File: config.mk
export PLATFORM = sky130hd
export DESIGN_NAME = rv_imem_boot_loader_flat
export DESIGN_NICKNAME = d
export VERILOG_FILES = /design/src/rtl/rv_imem_boot_loader_pkg.sv /design/src/rtl/rv_imem_boot_loader_if.sv /design/src/rtl/rv_imem_boot_loader_timeout.sv /design/src/rtl/rv_imem_boot_loader.sv /design/src/flat_wrapper.sv
export SDC_FILE = /design/constraint.sdc
export NUM_CORES = 1
export LEC_CHECK = 0
export CAP_MARGIN = 20
export CORE_UTILIZATION = 28
export DETAILED_ROUTE_END_ITERATION = 8
export HOLD_SLACK_MARGIN = 0.03
export SLEW_MARGIN = 20
export SYNTH_ARGS = -nofsm -noshare
export SYNTH_HDL_FRONTEND = slang
export SYNTH_SLANG_ARGS = --single-unit
File: constraint.sdc
create_clock -name clk -period 2.85 [get_ports clk]
set_input_delay 0.855 -clock clk [delete_from_list [all_inputs] [get_ports clk]]
set_output_delay 0.855 -clock clk [all_outputs]
set_load 0.02 [all_outputs]
File: src/rtl/rv_imem_boot_loader_pkg.sv
// Shared types and constants for the UART instruction-memory boot loader.
package rv_boot_pkg;

   typedef enum logic [2:0] {
      ST_IDLE   = 3'd0,
      ST_LEN_LO = 3'd1,
      ST_LEN_HI = 3'd2,
      ST_DATA   = 3'd3,
      ST_CSUM   = 3'd4,
      ST_ERR    = 3'd5
   } boot_state_e;

   localparam logic [1:0] ERR_NONE    = 2'd0;
   localparam logic [1:0] ERR_CSUM    = 2'd1;
   localparam logic [1:0] ERR_LEN     = 2'd2;
   localparam logic [1:0] ERR_TIMEOUT = 2'd3;

   localparam logic [7:0] SYNC_BYTE_DEFAULT = 8'hA5;

   // States in which a frame is being received and the inter-byte timer runs.
   function automatic logic is_active(input boot_state_e s);
      return (s == ST_LEN_LO) || (s == ST_LEN_HI) || (s == ST_DATA) || (s == ST_CSUM);
   endfunction

endpackage

File: src/rtl/rv_imem_boot_loader_if.sv
// UART RX byte stream in, instruction-memory write/address port out.
interface rv_imem_boot_loader_if #(
   parameter int ADDR_W = 10
);
   logic              rx_valid;
   logic [7:0]        rx_data;
   logic              imem_we;
   logic [ADDR_W-1:0] imem_addr;
   logic [7:0]        imem_wdata;

   // Boot loader side: consumes bytes, drives the memory port.
   modport master (
      input  rx_valid,
      input  rx_data,
      output imem_we,
      output imem_addr,
      output imem_wdata
   );

   // UART / memory side.
   modport slave (
      output rx_valid,
      output rx_data,
      input  imem_we,
      input  imem_addr,
      input  imem_wdata
   );
endinterface

File: src/rtl/rv_imem_boot_loader_timeout.sv
// Inter-byte timeout: down-counter reloaded on every received byte and while
// disabled; pulses expire in the cycle the count would pass zero.
module rv_boot_timeout #(
   parameter int TIMEOUT_CYC = 1000000
) (
   input  logic clk,
   input  logic rst_n,
   input  logic en,
   input  logic clr,
   output logic expire
);
   localparam int CNT_W = (TIMEOUT_CYC > 1) ? $clog2(TIMEOUT_CYC) : 1;
   localparam logic [CNT_W-1:0] LOAD_V = CNT_W'(TIMEOUT_CYC - 1);

   logic [CNT_W-1:0] cnt_q, cnt_d;

   // Reload on a byte or when idle, otherwise count down and stick at zero.
   always_comb begin
      cnt_d  = cnt_q;
      expire = 1'b0;
      if (!en || clr) begin
         cnt_d = LOAD_V;
      end else if (cnt_q != '0) begin
         cnt_d = cnt_q - CNT_W'(1);
      end else begin
         expire = 1'b1;
      end
   end

   // Counter register.
   always_ff @(posedge clk or negedge rst_n) begin
      if (!rst_n) begin
         cnt_q <= LOAD_V;
      end else begin
         cnt_q <= cnt_d;
      end
   end

endmodule

File: src/rtl/rv_imem_boot_loader.sv
// UART boot loader: parses SYNC/LEN/payload/CSUM frames, writes the payload
// into instruction memory from address 0 and holds the CPU in reset meanwhile.
module rv_imem_boot_loader
   import rv_boot_pkg::*;
#(
   parameter int         ADDR_W      = 10,
   parameter logic [7:0] SYNC_BYTE   = SYNC_BYTE_DEFAULT,
   parameter int         TIMEOUT_CYC = 1000000
) (
   input  logic                  clk,
   input  logic                  rst_n,
   input  logic [ADDR_W-1:0]     cpu_pc,
   rv_imem_boot_loader_if.master bus,
   output logic                  cpu_rst_n,
   output logic                  busy,
   output logic                  load_done,
   output logic                  load_err,
   output logic [1:0]            err_code,
   output logic [ADDR_W:0]       bytes_written
);
   // Lengths are compared at 17 bits so 2^16-1 never aliases the capacity.
   localparam logic [16:0] CAPACITY = 17'(2 ** ADDR_W);

   boot_state_e       state_q, state_d;
   logic [7:0]        len_lo_q, len_lo_d;
   logic [15:0]       len_q, len_d;
   logic [7:0]        csum_q, csum_d;
   logic [ADDR_W:0]   bytes_written_q, bytes_written_d;
   logic              we_q, we_d;
   logic [ADDR_W-1:0] waddr_q, waddr_d;
   logic [7:0]        wdata_q, wdata_d;
   logic              cpu_rst_n_q, cpu_rst_n_d;
   logic              busy_q, busy_d;
   logic              done_q, done_d;
   logic              err_q, err_d;
   logic [1:0]        err_code_q, err_code_d;

   logic              tmo_expire;
   logic              sync_seen;
   logic              fail;
   logic [1:0]        fail_code;
   logic [16:0]       len_full;
   logic [ADDR_W:0]   bw_next;

   rv_boot_timeout #(
      .TIMEOUT_CYC (TIMEOUT_CYC)
   ) u_timeout (
      .clk    (clk),
      .rst_n  (rst_n),
      .en     (is_active(state_q)),
      .clr    (bus.rx_valid),
      .expire (tmo_expire)
   );

   assign sync_seen = bus.rx_valid && (bus.rx_data == SYNC_BYTE);
   assign len_full  = {1'b0, bus.rx_data, len_lo_q};
   assign bw_next   = bytes_written_q + (ADDR_W+1)'(1);

   // Frame parser: next state, write stage, checksum and status flags.
   always_comb begin
      state_d         = state_q;
      len_lo_d        = len_lo_q;
      len_d           = len_q;
      csum_d          = csum_q;
      bytes_written_d = bytes_written_q;
      we_d            = 1'b0;
      waddr_d         = waddr_q;
      wdata_d         = wdata_q;
      cpu_rst_n_d     = cpu_rst_n_q;
      busy_d          = busy_q;
      done_d          = done_q;
      err_d           = err_q;
      err_code_d      = err_code_q;
      fail            = 1'b0;
      fail_code       = ERR_NONE;

      case (state_q)
         ST_IDLE, ST_ERR: begin
            if (sync_seen) begin
               state_d         = ST_LEN_LO;
               cpu_rst_n_d     = 1'b0;
               busy_d          = 1'b1;
               done_d          = 1'b0;
               err_d           = 1'b0;
               err_code_d      = ERR_NONE;
               bytes_written_d = '0;
               csum_d          = '0;
               waddr_d         = '0;
            end else begin
               // A failed image must never run; a clean idle releases the CPU.
               cpu_rst_n_d = (state_q == ST_IDLE);
            end
         end
         ST_LEN_LO: begin
            if (bus.rx_valid) begin
               len_lo_d = bus.rx_data;
               state_d  = ST_LEN_HI;
            end else if (tmo_expire) begin
               fail      = 1'b1;
               fail_code = ERR_TIMEOUT;
            end
         end
         ST_LEN_HI: begin
            if (bus.rx_valid) begin
               if (len_full > CAPACITY) begin
                  fail      = 1'b1;
                  fail_code = ERR_LEN;
               end else begin
                  len_d   = len_full[15:0];
                  state_d = (len_full == 17'd0) ? ST_CSUM : ST_DATA;
               end
            end else if (tmo_expire) begin
               fail      = 1'b1;
               fail_code = ERR_TIMEOUT;
            end
         end
         ST_DATA: begin
            if (bus.rx_valid) begin
               // The write lands one cycle later at the pre-increment pointer.
               we_d            = 1'b1;
               waddr_d         = bytes_written_q[ADDR_W-1:0];
               wdata_d         = bus.rx_data;
               bytes_written_d = bw_next;
               csum_d          = csum_q + bus.rx_data;
               if (17'(bw_next) == {1'b0, len_q}) begin
                  state_d = ST_CSUM;
               end
            end else if (tmo_expire) begin
               fail      = 1'b1;
               fail_code = ERR_TIMEOUT;
            end
         end
         ST_CSUM: begin
            if (bus.rx_valid) begin
               if (bus.rx_data == csum_q) begin
                  state_d     = ST_IDLE;
                  done_d      = 1'b1;
                  busy_d      = 1'b0;
                  cpu_rst_n_d = 1'b1;
               end else begin
                  fail      = 1'b1;
                  fail_code = ERR_CSUM;
               end
            end else if (tmo_expire) begin
               fail      = 1'b1;
               fail_code = ERR_TIMEOUT;
            end
         end
         default: begin
            state_d = ST_IDLE;
         end
      endcase

      if (fail) begin
         state_d     = ST_ERR;
         err_d       = 1'b1;
         err_code_d  = fail_code;
         busy_d      = 1'b0;
         cpu_rst_n_d = 1'b0;
      end
   end

   // State and datapath registers; reset abandons any load in flight.
   always_ff @(posedge clk or negedge rst_n) begin
      if (!rst_n) begin
         state_q         <= ST_IDLE;
         len_lo_q        <= '0;
         len_q           <= '0;
         csum_q          <= '0;
         bytes_written_q <= '0;
         we_q            <= 1'b0;
         waddr_q         <= '0;
         wdata_q         <= '0;
         cpu_rst_n_q     <= 1'b0;
         busy_q          <= 1'b0;
         done_q          <= 1'b0;
         err_q           <= 1'b0;
         err_code_q      <= ERR_NONE;
      end else begin
         state_q         <= state_d;
         len_lo_q        <= len_lo_d;
         len_q           <= len_d;
         csum_q          <= csum_d;
         bytes_written_q <= bytes_written_d;
         we_q            <= we_d;
         waddr_q         <= waddr_d;
         wdata_q         <= wdata_d;
         cpu_rst_n_q     <= cpu_rst_n_d;
         busy_q          <= busy_d;
         done_q          <= done_d;
         err_q           <= err_d;
         err_code_q      <= err_code_d;
      end
   end

   // Fetch owns the address port only when idle with no trailing write pending.
   assign bus.imem_addr  = ((state_q != ST_IDLE) || we_q) ? waddr_q : cpu_pc;
   assign bus.imem_we    = we_q;
   assign bus.imem_wdata = wdata_q;

   assign cpu_rst_n     = cpu_rst_n_q;
   assign busy          = busy_q;
   assign load_done     = done_q;
   assign load_err      = err_q;
   assign err_code      = err_code_q;
   assign bytes_written = bytes_written_q;

endmodule

File: src/flat_wrapper.sv
// flat-port wrapper written by rule: the top's interface ports become plain ports
module rv_imem_boot_loader_flat import rv_boot_pkg::*;
#(
   parameter int         ADDR_W      = 10,
   parameter logic [7:0] SYNC_BYTE   = SYNC_BYTE_DEFAULT,
   parameter int         TIMEOUT_CYC = 1000000
)
  (clk, rst_n, cpu_pc, cpu_rst_n, busy, load_done, load_err, err_code, bytes_written, bus_rx_valid, bus_rx_data, bus_imem_we, bus_imem_addr, bus_imem_wdata);
  rv_imem_boot_loader_if #(.ADDR_W(ADDR_W)) bus_i ();
  input  logic clk;
  input  logic rst_n;
  input  logic [ADDR_W-1:0] cpu_pc;
  output logic cpu_rst_n;
  output logic busy;
  output logic load_done;
  output logic load_err;
  output logic [1:0] err_code;
  output logic [ADDR_W:0] bytes_written;
  input wire logic [$bits(bus_i.rx_valid)-1:0] bus_rx_valid;
  input wire logic [$bits(bus_i.rx_data)-1:0] bus_rx_data;
  output wire logic [$bits(bus_i.imem_we)-1:0] bus_imem_we;
  output wire logic [$bits(bus_i.imem_addr)-1:0] bus_imem_addr;
  output wire logic [$bits(bus_i.imem_wdata)-1:0] bus_imem_wdata;
  assign bus_i.rx_valid = bus_rx_valid;
  assign bus_i.rx_data = bus_rx_data;
  assign bus_imem_we = bus_i.imem_we;
  assign bus_imem_addr = bus_i.imem_addr;
  assign bus_imem_wdata = bus_i.imem_wdata;
  rv_imem_boot_loader #(.ADDR_W(ADDR_W), .SYNC_BYTE(SYNC_BYTE), .TIMEOUT_CYC(TIMEOUT_CYC)) u_core (.clk(clk), .rst_n(rst_n), .cpu_pc(cpu_pc), .bus(bus_i), .cpu_rst_n(cpu_rst_n), .busy(busy), .load_done(load_done), .load_err(load_err), .err_code(err_code), .bytes_written(bytes_written));
endmodule
Word level (Yosys, flattened, before mapping)
Index checks and enable logic that the tools add are counted.
W data, S select, Z words.
{"block": "word_totals", "input_bits": 21, "reg_bits": 91, "wordCells": 125}
{"block": "op_classes", "n_eq_ne": 20, "reduce_logical": 28, "n_bitwise": 1, "mux": 58, "addsub": 3, "magnitude_cmp": 1}
{"op": "$mux W20", "count": 2}
{"op": "$mux W10", "count": 3}
{"op": "$mux W3", "count": 10}
{"op": "$mux W1", "count": 22}
{"op": "$mux W11", "count": 2}
{"op": "$pmux W11 S2", "count": 1}
{"op": "$ne A3 B2 Y1 const B", "count": 7}
{"op": "$pmux W10 S2", "count": 1}
{"op": "$reduce_bool A20 Y1", "count": 1}
{"op": "$sub A20 B1 Y20 const B", "count": 1}
{"op": "$logic_not A17 Y1", "count": 1}
{"op": "$eq A11 B16 Y1", "count": 1}
{"op": "$gt A16 B11 Y1 const B", "count": 1}
{"op": "$mux W2", "count": 8}
{"op": "$mux W8", "count": 2}
{"op": "$pmux W8 S2", "count": 1}
{"op": "$pmux W3 S5", "count": 1}
{"op": "$add A11 B1 Y11 const B", "count": 1}
{"op": "$reduce_bool A2 Y1", "count": 5}
{"op": "$reduce_and A3 Y1", "count": 3}
{"op": "$add A8 B8 Y8", "count": 1}
{"op": "$eq A8 B8 Y1", "count": 1}
{"op": "$eq A8 B8 Y1 const B", "count": 1}
{"op": "$reduce_and A4 Y1", "count": 2}
{"op": "other kinds (18)", "count": 32}

Depth between registers and ports, before layout
Gate-level depths: netlist of run 1.
{"block": "depth", "ltp_word": 12, "mapped_depth": 8, "depth_no_buf": 8}

Modules after synthesis
From an unflattened synthesis of run 1, not the netlist that was laid out.
{"block": "hier_totals", "hier_cells": 513, "area_unflattened_um2": 5087.4}
{"mod": "rv_imem_boot_loader", "cells_each": 383, "seq_area_each_um2": 1776.7, "area_per_inst_um2": 3832.4, "instances": 1}
{"mod": "rv_boot_timeout", "cells_each": 130, "seq_area_each_um2": 515.5, "area_per_inst_um2": 1255.0, "instances": 1}

Least setup slack after synthesis of run 1
OpenSTA, ideal clock, no wires.
{"block": "synth_timing", "kind": "reg2out", "start": "register u_core.state_q[1]", "end": "output port bus_imem_addr[0]", "setup_slack_ps": 167, "path_stages_with_launch": 4, "arrival_time_ps": 1828, "required_ps": 1995, "cell_sequence": "dfrtp_1 > clkbuf_1 > nor4_2 > mux2_2"}
{"block": "synth_via", "elab_chain_cells": 3}
{"item": "start, declared", "line_no": "rv_imem_boot_loader.sv:24", "rtl": "boot_state_e state_q, state_d;"}
{"item": "start signal, assigned", "line_no": "rv_imem_boot_loader.sv:180", "rtl": "state_q <= state_d;"}
{"item": "$reduce_bool A3 Y1", "line_no": "rv_imem_boot_loader.sv:197", "rtl": "assign bus.imem_addr = ((state_q != ST_IDLE) || we_q) ? waddr_q : cpu_pc;"}
{"item": "$logic_or A1 B1 Y1", "line_no": "rv_imem_boot_loader.sv:197"}
{"item": "$mux W10", "line_no": "rv_imem_boot_loader.sv:197"}
{"item": "end, declared", "line_no": "flat_wrapper.sv:22", "rtl": "output wire logic [$bits(bus_i.imem_addr)-1:0] bus_imem_addr;"}
Every way passes these cells.

Worst setup path after layout of run 1
{"block": "layout_timing", "start": "input port bus_rx_data[1]", "end": "register u_core.err_q (netlist: u_core.load_err)"}
{"block": "layout_via", "elab_chain_cells": 6, "elab_cells_between_ends": 13, "classes_between": "order compare (1); eq/ne (2); mux (6); reduce/logical (4)"}
{"item": "start, declared", "line_no": "flat_wrapper.sv:20", "rtl": "input wire logic [$bits(bus_i.rx_data)-1:0] bus_rx_data;"}
{"item": "$gt A16 B11 Y1 / $eq A8 B8 Y1 (equally long branches)", "line_no": "rv_imem_boot_loader.sv:105, rv_imem_boot_loader.sv:135"}
{"item": "$mux W1, on equally long branches", "line_no": "rv_imem_boot_loader.sv:105, rv_imem_boot_loader.sv:135"}
{"item": "$mux W1, on equally long branches", "line_no": "rv_imem_boot_loader.sv:104, rv_imem_boot_loader.sv:134"}
{"item": "$pmux W1 S3", "line_no": "rv_imem_boot_loader.sv:77", "rtl": "case (state_q)"}
{"item": "$reduce_bool A2 Y1 (no line)"}
{"item": "$reduce_and A2 Y1 (no line)"}
{"item": "end signal, assigned", "line_no": "rv_imem_boot_loader.sv:191", "rtl": "err_q <= err_d;"}
{"item": "end, declared", "line_no": "rv_imem_boot_loader.sv:35", "rtl": "logic err_q, err_d;"}
Parallel ways exist; a longest one is shown, timed or not.
A chain may end at the register's enable or synchronous reset.

==> results of run 1 <==
-- cell usage in the layout (no fill, tap or decap), drive strengths merged, types with 8 or more instances in the layout --
master / netlist / final
clkbuf: 13 / 17
o31ai: 8 / 8
o22ai: 8 / 8
clkdlybuf4s50: 0 / 45
buf: 11 / 52
o21ai: 38 / 38
xor2: 16 / 16
dfrtp: 79 / 79
nand4: 11 / 11
mux2: 28 / 28
nand2: 78 / 78
a21oi: 15 / 15
dfstp: 12 / 12
nand3: 15 / 15
nor4: 9 / 9
nor2: 33 / 33
ha: 10 / 10
nor3: 19 / 19
xnor2: 17 / 17
inv: 15 / 19
-- stage by stage --
stage / setup slack [ns] / power, mW / utilization [%]
2_1_floorplan: 0.167 / 3.15 / -
3_3_place_gp: -0.283 / 4.00 / 35.1
3_5_place_dp: -0.286 / 4.05 / 35.1
4_1_cts: 0.00166 / 5.35 / 37.1
5_1_grt: -0.0602 / 5.63 / 36.8
6_report: 0.118 / 5.28 / 36.8
-- registers in the layout (all words and copies together), names as in the netlist --
name,count
u_core.load_err,1
u_core.csum_q,8
u_core.bus.imem_we,1
u_core.len_lo_q,8
u_core.u_timeout.cnt_q,20
u_core.err_code,2
u_core.waddr_q,10
u_core.state_q,3
u_core.cpu_rst_n,1
u_core.bus.imem_wdata,8
u_core.len_q,16
u_core.bytes_written,11
u_core.load_done,1
u_core.busy,1
-- worst paths after layout --
check                      slack (ns)                      from  cells after the start                         to
max                              0.12            bus_rx_data[1]                      8            u_core.load_err
min                              0.36                     rst_n                      1   u_core.bus.imem_wdata[0]
max reg2reg                      0.23   u_core.bytes_written[1]                      8          u_core.state_q[0]
min reg2reg                      0.48  u_core.bus.imem_wdata[5]                      2   u_core.bus.imem_wdata[5]
max in group asynchronous        1.83                     rst_n                      2  u_core.u_timeout.cnt_q[1]
min in group clk                 0.48  u_core.bus.imem_wdata[5]                      2   u_core.bus.imem_wdata[5]
-- cell families after synthesis --
family          count (synthesis)  share of synthesized area, %
mux                            29                          6.51
simple gates                  201                          20.5
fa+ha+maj                      11                          2.91
flops                          91                          45.9
buf+inv                        39                          3.41
xor+xnor                       33                          5.94
compound gates                113                          14.9
-- power by group through the flow --
| stage | Combinational [mW] | Clock [mW] | Sequential (mW) |
|---|---|---|---|
| 2_1_floorplan | 1.25 | 0 | 1.90 |
| 5_1_grt | 2.46 | 1.32 | 1.85 |
| 3_3_place_gp | 2.19 | 0 | 1.82 |
| 6_report | 2.24 | 1.24 | 1.81 |
| 4_1_cts | 2.26 | 1.28 | 1.82 |
| 3_5_place_dp | 2.22 | 0 | 1.83 |
-- timing repair --
item	in CTS	in global routing
setup endpoints to repair	10	11
setup buffers	2	1
gates cloned	1	0
hold endpoints to repair	0	0
pin swaps	1	1
resized for setup	26	11
-- per-layer routing --
layer / global-route usage, % / vias to the layer above / wire length, um
met1: 18.5 / 2106 / 5790
met5: 0 / - / 0
li1: - / 2062 / -
met2: 26.2 / 96 / 6490
met3: 3.14 / 20 / 566
met4: 5.56 / 0 / 250
-- final cells by class --
type	count	area, sq um	share of cell area (%)
Timing Repair Buffer	105	905	14.2
Inverter	15	56.3	0.881
Clock inverter	7	80.1	1.25
Tap cell	225	282	4.40
Clock buffer	9	225	3.52
Sequential cell	91	2290	35.9
Multi-Input combinational cell	387	2550	39.9
==> run metrics, run 1 <==
clock share of power 23.4%; Residual DRC 0; GP Congestion 0.888; setup TNS 0 ns; fin crit share 95.9%; Fin Hold WS 0.358 ns; post-synthesis cell area 0.00499 sq mm; CTS H-tree lvls 3; run status finished, final reports clean; share of the synthesized area in the top cell type 39.6%; share of layout cells above drive strength 1 21.3%; Area growth, synth to finish 28.0%; cell taking the most area after synthesis dfrtp_1; GRT Util Overall 15.2%; Slowest cell on crit path clkdlybuf4s50_1; clk root buf clkbuf_16; Rows 48; synthesized flop and latch total 91; CTS sink cnt 91; Post-DP HPWL 9410 um; Main synth FF type dfrtp_1; total net switching power 1.98 mW; drt initial violations 346; nets 641; Pins Over Slew Limit 0; Final min period 2.73 ns; first-pass GRT wire length 21600 um; logic gate share of total power 42.3%; CTS Hold Bufs 0; Synth top cells by count 79 x dfrtp_1, 78 x nand2_1, 37 x o21ai_0; Die Width 136 um; Max Freq 366 MHz; crit path max fanout 3; CTS tree done; syn_nets 549; Hold Vio Cnt, Final 0; Ys Warns 0; CTS Buf Count 9; placed cell area 0.00609 sq mm; core area 0.0174 sq mm; fin cells 839; Setup crit start kind primary input; Slew Limit Headroom 49.7%; ant diodes 0; Design Area, Final 0.00639 sq mm; number of enable flip-flop cells after synthesis 0; most numerous cell in the Yosys netlist dfrtp_1; Final ANT Viol Nets 0; worst skew pair latency 0.35 ns; Seq/Total Area, Yosys 45.9%; Yosys cell types 65; top post-synthesis cells by area dfrtp_1 40%, dfstp_2 6.3%, mux2_2 6.3%; Worst-path clk slew 0.07 ns; # IOs 57; drt wl/cell 15.6 um; number of global-route vias before repair 4226; fillers 1739; Synth Instances 517; CP peak stage delay 0.45 ns; Worst Tran Pin Value 0.749 ns; Worst Path Buf+Inv 2; Switching Fraction 37.4%; Required @ worst endpoint 3.10 ns; Worst Skew 0.00734 ns; clk buf depth 2; CP endpoint kind flop; sequential power share 34.3%; Power per Cell Area 827 mW/mm^2; crit-path cells clkdlybuf4s50_1 > ha_1 > nor4_1 > a31oi_1 > a32o_1 > or2_2 > buf_4 > a21o_1; antenna violations before repair 0; vias after detailed routing 4284; Vias/cell 5.11; GRT overflow 0; Worst Setup Path Type in2reg; FFs w/ async S/R, synth 100%; worst vdd ir 407 uV; drt pass-1 iters 4; placed cells 819; P_leak 2.71 nW; Initial Util 28.8%; WL final 13100 um; CP arrival 2.98 ns; Setup-failing EPs final 0; Syn Area/Cell 9.66 sq um; DIE AREA 0.0184 sq mm; RSZ-0062 raised after global routing true; PortBufs 56; largest net degree at the start of global routing 52; Hold Crit Class in2async; die height 136 um; Pint 3.31 mW; Worst path top cell family by delay simple AND/OR/NAND/NOR gates; maxcap violations 0
(Power assumes the default switching activity.)
==> run 2, diff against run 1 <==
Settings changed: CELL_PAD_IN_SITES_DETAIL_PLACEMENT set to 0, CELL_PAD_IN_SITES_GLOBAL_PLACEMENT set to 1, PLACE_DENSITY_LB_ADDON set to 0.1.
==> run 2 against run 1 <==
  * Wire length is 8.6% higher
  * Die area stayed put
  * Count of clock-buffer cells in the layout is 4 higher
  * Via count is 2.1% lower
  * Clock skew is 0.0031 ns lower
  * Flip-flop and latch count stayed put
  * Maximum frequency is 1.6% lower
  * Total power is 1.5% higher
  * Utilization is 0.54 points higher
  * Critical path depth is 1 higher
  * Largest cell class unchanged
  * Highest routed layer unchanged
==> run metrics, run 2 (synthesis gave the netlist of run 1 again) <==
Vias/cell 4.98; r2r worst-path depth 7; drt pass-1 iters 4; Setup-failing EPs final 0; Final ANT Viol Nets 0; commonest cells after routing, fill and taps aside 79 x dfrtp_1, 78 x nand2_1, 48 x buf_4, 45 x clkdlybuf4s50_1, 37 x o21ai_0; CTS sink cnt 91; Pins Over Slew Limit 0; clk root buf clkbuf_16; maxcap violations 0; Hold Vio Cnt, Final 0; largest net degree at the start of global routing 37; Required @ worst endpoint 3.11 ns; crit path max fanout 3; number of global-route vias before repair 4303; hold_sp u_core.bus.imem_wdata[5]; nets 644; antenna violations before repair 0; # IOs 57; CTS H-tree lvls 3; Hold Crit Class reg2reg; CTS Buf Count 9; Max Freq 360 MHz; WL final 14200 um; CTS tree done; vias after detailed routing 4192; CP arrival 3.03 ns; hold depth 2; die height 136 um; PortBufs 56; Worst Skew 0.00426 ns; share of layout cells above drive strength 1 21.1%; clk buf depth 2; Worst Setup Path Type in2reg; Worst Tran Pin Value 0.679 ns; Power per Cell Area 827 mW/mm^2; GP Congestion 0.831; CP endpoint kind flop; fin crit share 97.4%; Hold EP u_core.bus.imem_wdata[5]; largest reg by FF count u_core.u_timeout.cnt_q; core area 0.0174 sq mm; P_leak 2.75 nW; leading cell type in the layout, fill and taps excluded dfrtp_1; run status finished, final reports clean; GRT overflow 0; Die Width 136 um; utilization after layout 37.4%; Worst-path clk slew 0.06 ns; fillers 1755; worst skew pair latency 0.35 ns; Rows 48; drt wl/cell 16.9 um; drt initial violations 144; Final min period 2.78 ns; Area growth, synth to finish 29.9%; origin of the critical flop-to-flop path u_core.bytes_written[0]; Initial Util 28.8%; worst vdd ir 324 uV; CTS Hold Bufs 0; DIE AREA 0.0184 sq mm; R2R Path End u_core.state_q[2]; Slowest cell on crit path clkdlybuf4s50_1; setup TNS 0 ns; ant diodes 0; GRT Util Overall 16.7%; CP peak stage delay 0.43 ns; crit-path cells clkdlybuf4s50_1 > ha_1 > a21oi_1 > o21ai_0 > a2111oi_1 > buf_4 > nor2_1 > xor2_1 > o31ai_1; max FFs per register 20; Setup crit start kind primary input; Residual DRC 0; Slew Limit Headroom 54.4%; first-pass GRT wire length 23500 um; Post-DP HPWL 10200 um; r2r setup slk 0.41 ns
==> run 2: cell count changes in the layout (fill, tap and decap cells not counted), moves of 2 or more <==
cell / change
clkinvlp_4: -2
buf_2: +3
buf_12: +2
clkbuf_1: +2
clkbuf_8: +2
clkinv_4: +2
inv_6: -4
clkbuf_2: -8
dlygate4sd2_1: +5
==> run 2: worst max path at each step <==
stage                       startpoint                to  slack, ns  cells past startpoint
global route            bus_rx_data[1]  u_core.csum_q[7]      -0.02                      9
floorplan            u_core.state_q[1]  bus_imem_addr[0]       0.17                      3
CTS                 u_core.bus.imem_we  bus_imem_addr[6]       0.03                      5
detailed placement      bus_rx_data[1]   u_core.load_err      -0.39                      8
global placement        bus_rx_data[1]   u_core.load_err      -0.42                      8
finish                  bus_rx_data[1]  u_core.csum_q[7]       0.07                      9
==> run 2: per-layer routing <==
metal | track usage (%) | wire length [um] | vias up
li1 | - | - | 2068
met1 | 22.6 | 6780 | 2035
met2 | 27.2 | 6720 | 80
met3 | 3.22 | 594 | 9
met4 | 4.12 | 131 | 0
met5 | 0 | 0 | -
==> run 2: power by group <==
group | leakage (nW) | switching [mW] | internal [mW] | total, mW
registers | 1.17 | 0.240 | 1.59 | 1.83
logic | 1.44 | 1.23 | 1.05 | 2.28
clock network | 0.150 | 0.525 | 0.733 | 1.26
total | 2.75 | 1.99 | 3.37 | 5.37
==> run 2: what timing repair did <==
action | in CTS | in global routing
gates cloned | 1 | 0
buffers inserted | 2 | 0
pin swaps | 1 | 1
setup endpoints to repair | 12 | 12
gates resized for setup | 26 | 10
==> run 2: layout make-up <==
type	instances	area, sq um	area share [%]
clock inverter	3	47.5	0.733
clock buffer	13	260	4.01
timing repair buffer	108	971	15.0
sequential	91	2290	35.3
multi-input combinational	387	2580	39.7
tap	225	282	4.34
inverter	15	56.3	0.868
==> run 2: critical path: cells and delay by family <==
family / cells / cell delay (ns)
AO/OA/AOI/OAI: 4 / 1.00
XOR/XNOR: 1 / 0.16
adder cells (fa/ha/maj): 1 / 0.35
buffers and inverters: 2 / 0.62
AND/OR/NAND/NOR: 1 / 0.05
==> run 2: through the flow <==
stage	area (sq um)	hold slack [ns]	cells	worst slack (ns)	power, mW
6_report	6490	0.479	842	0.0736	5.37
5_1_grt	6490	0.502	842	-0.0162	5.75
4_1_cts	6500	0.485	842	0.0291	5.45
3_3_place_gp	6150	0.456	823	-0.416	4.09
2_1_floorplan	4990	0.454	517	0.167	3.15
3_5_place_dp	6150	0.468	823	-0.389	4.11
==> run 3, diff against run 2 <==
Settings changed: GPL_ROUTABILITY_DRIVEN set to 0, SKIP_LAST_GASP set to 1.
==> results of run 3 <==
The final DEF is identical to that of run 2; final timing and power are the same.
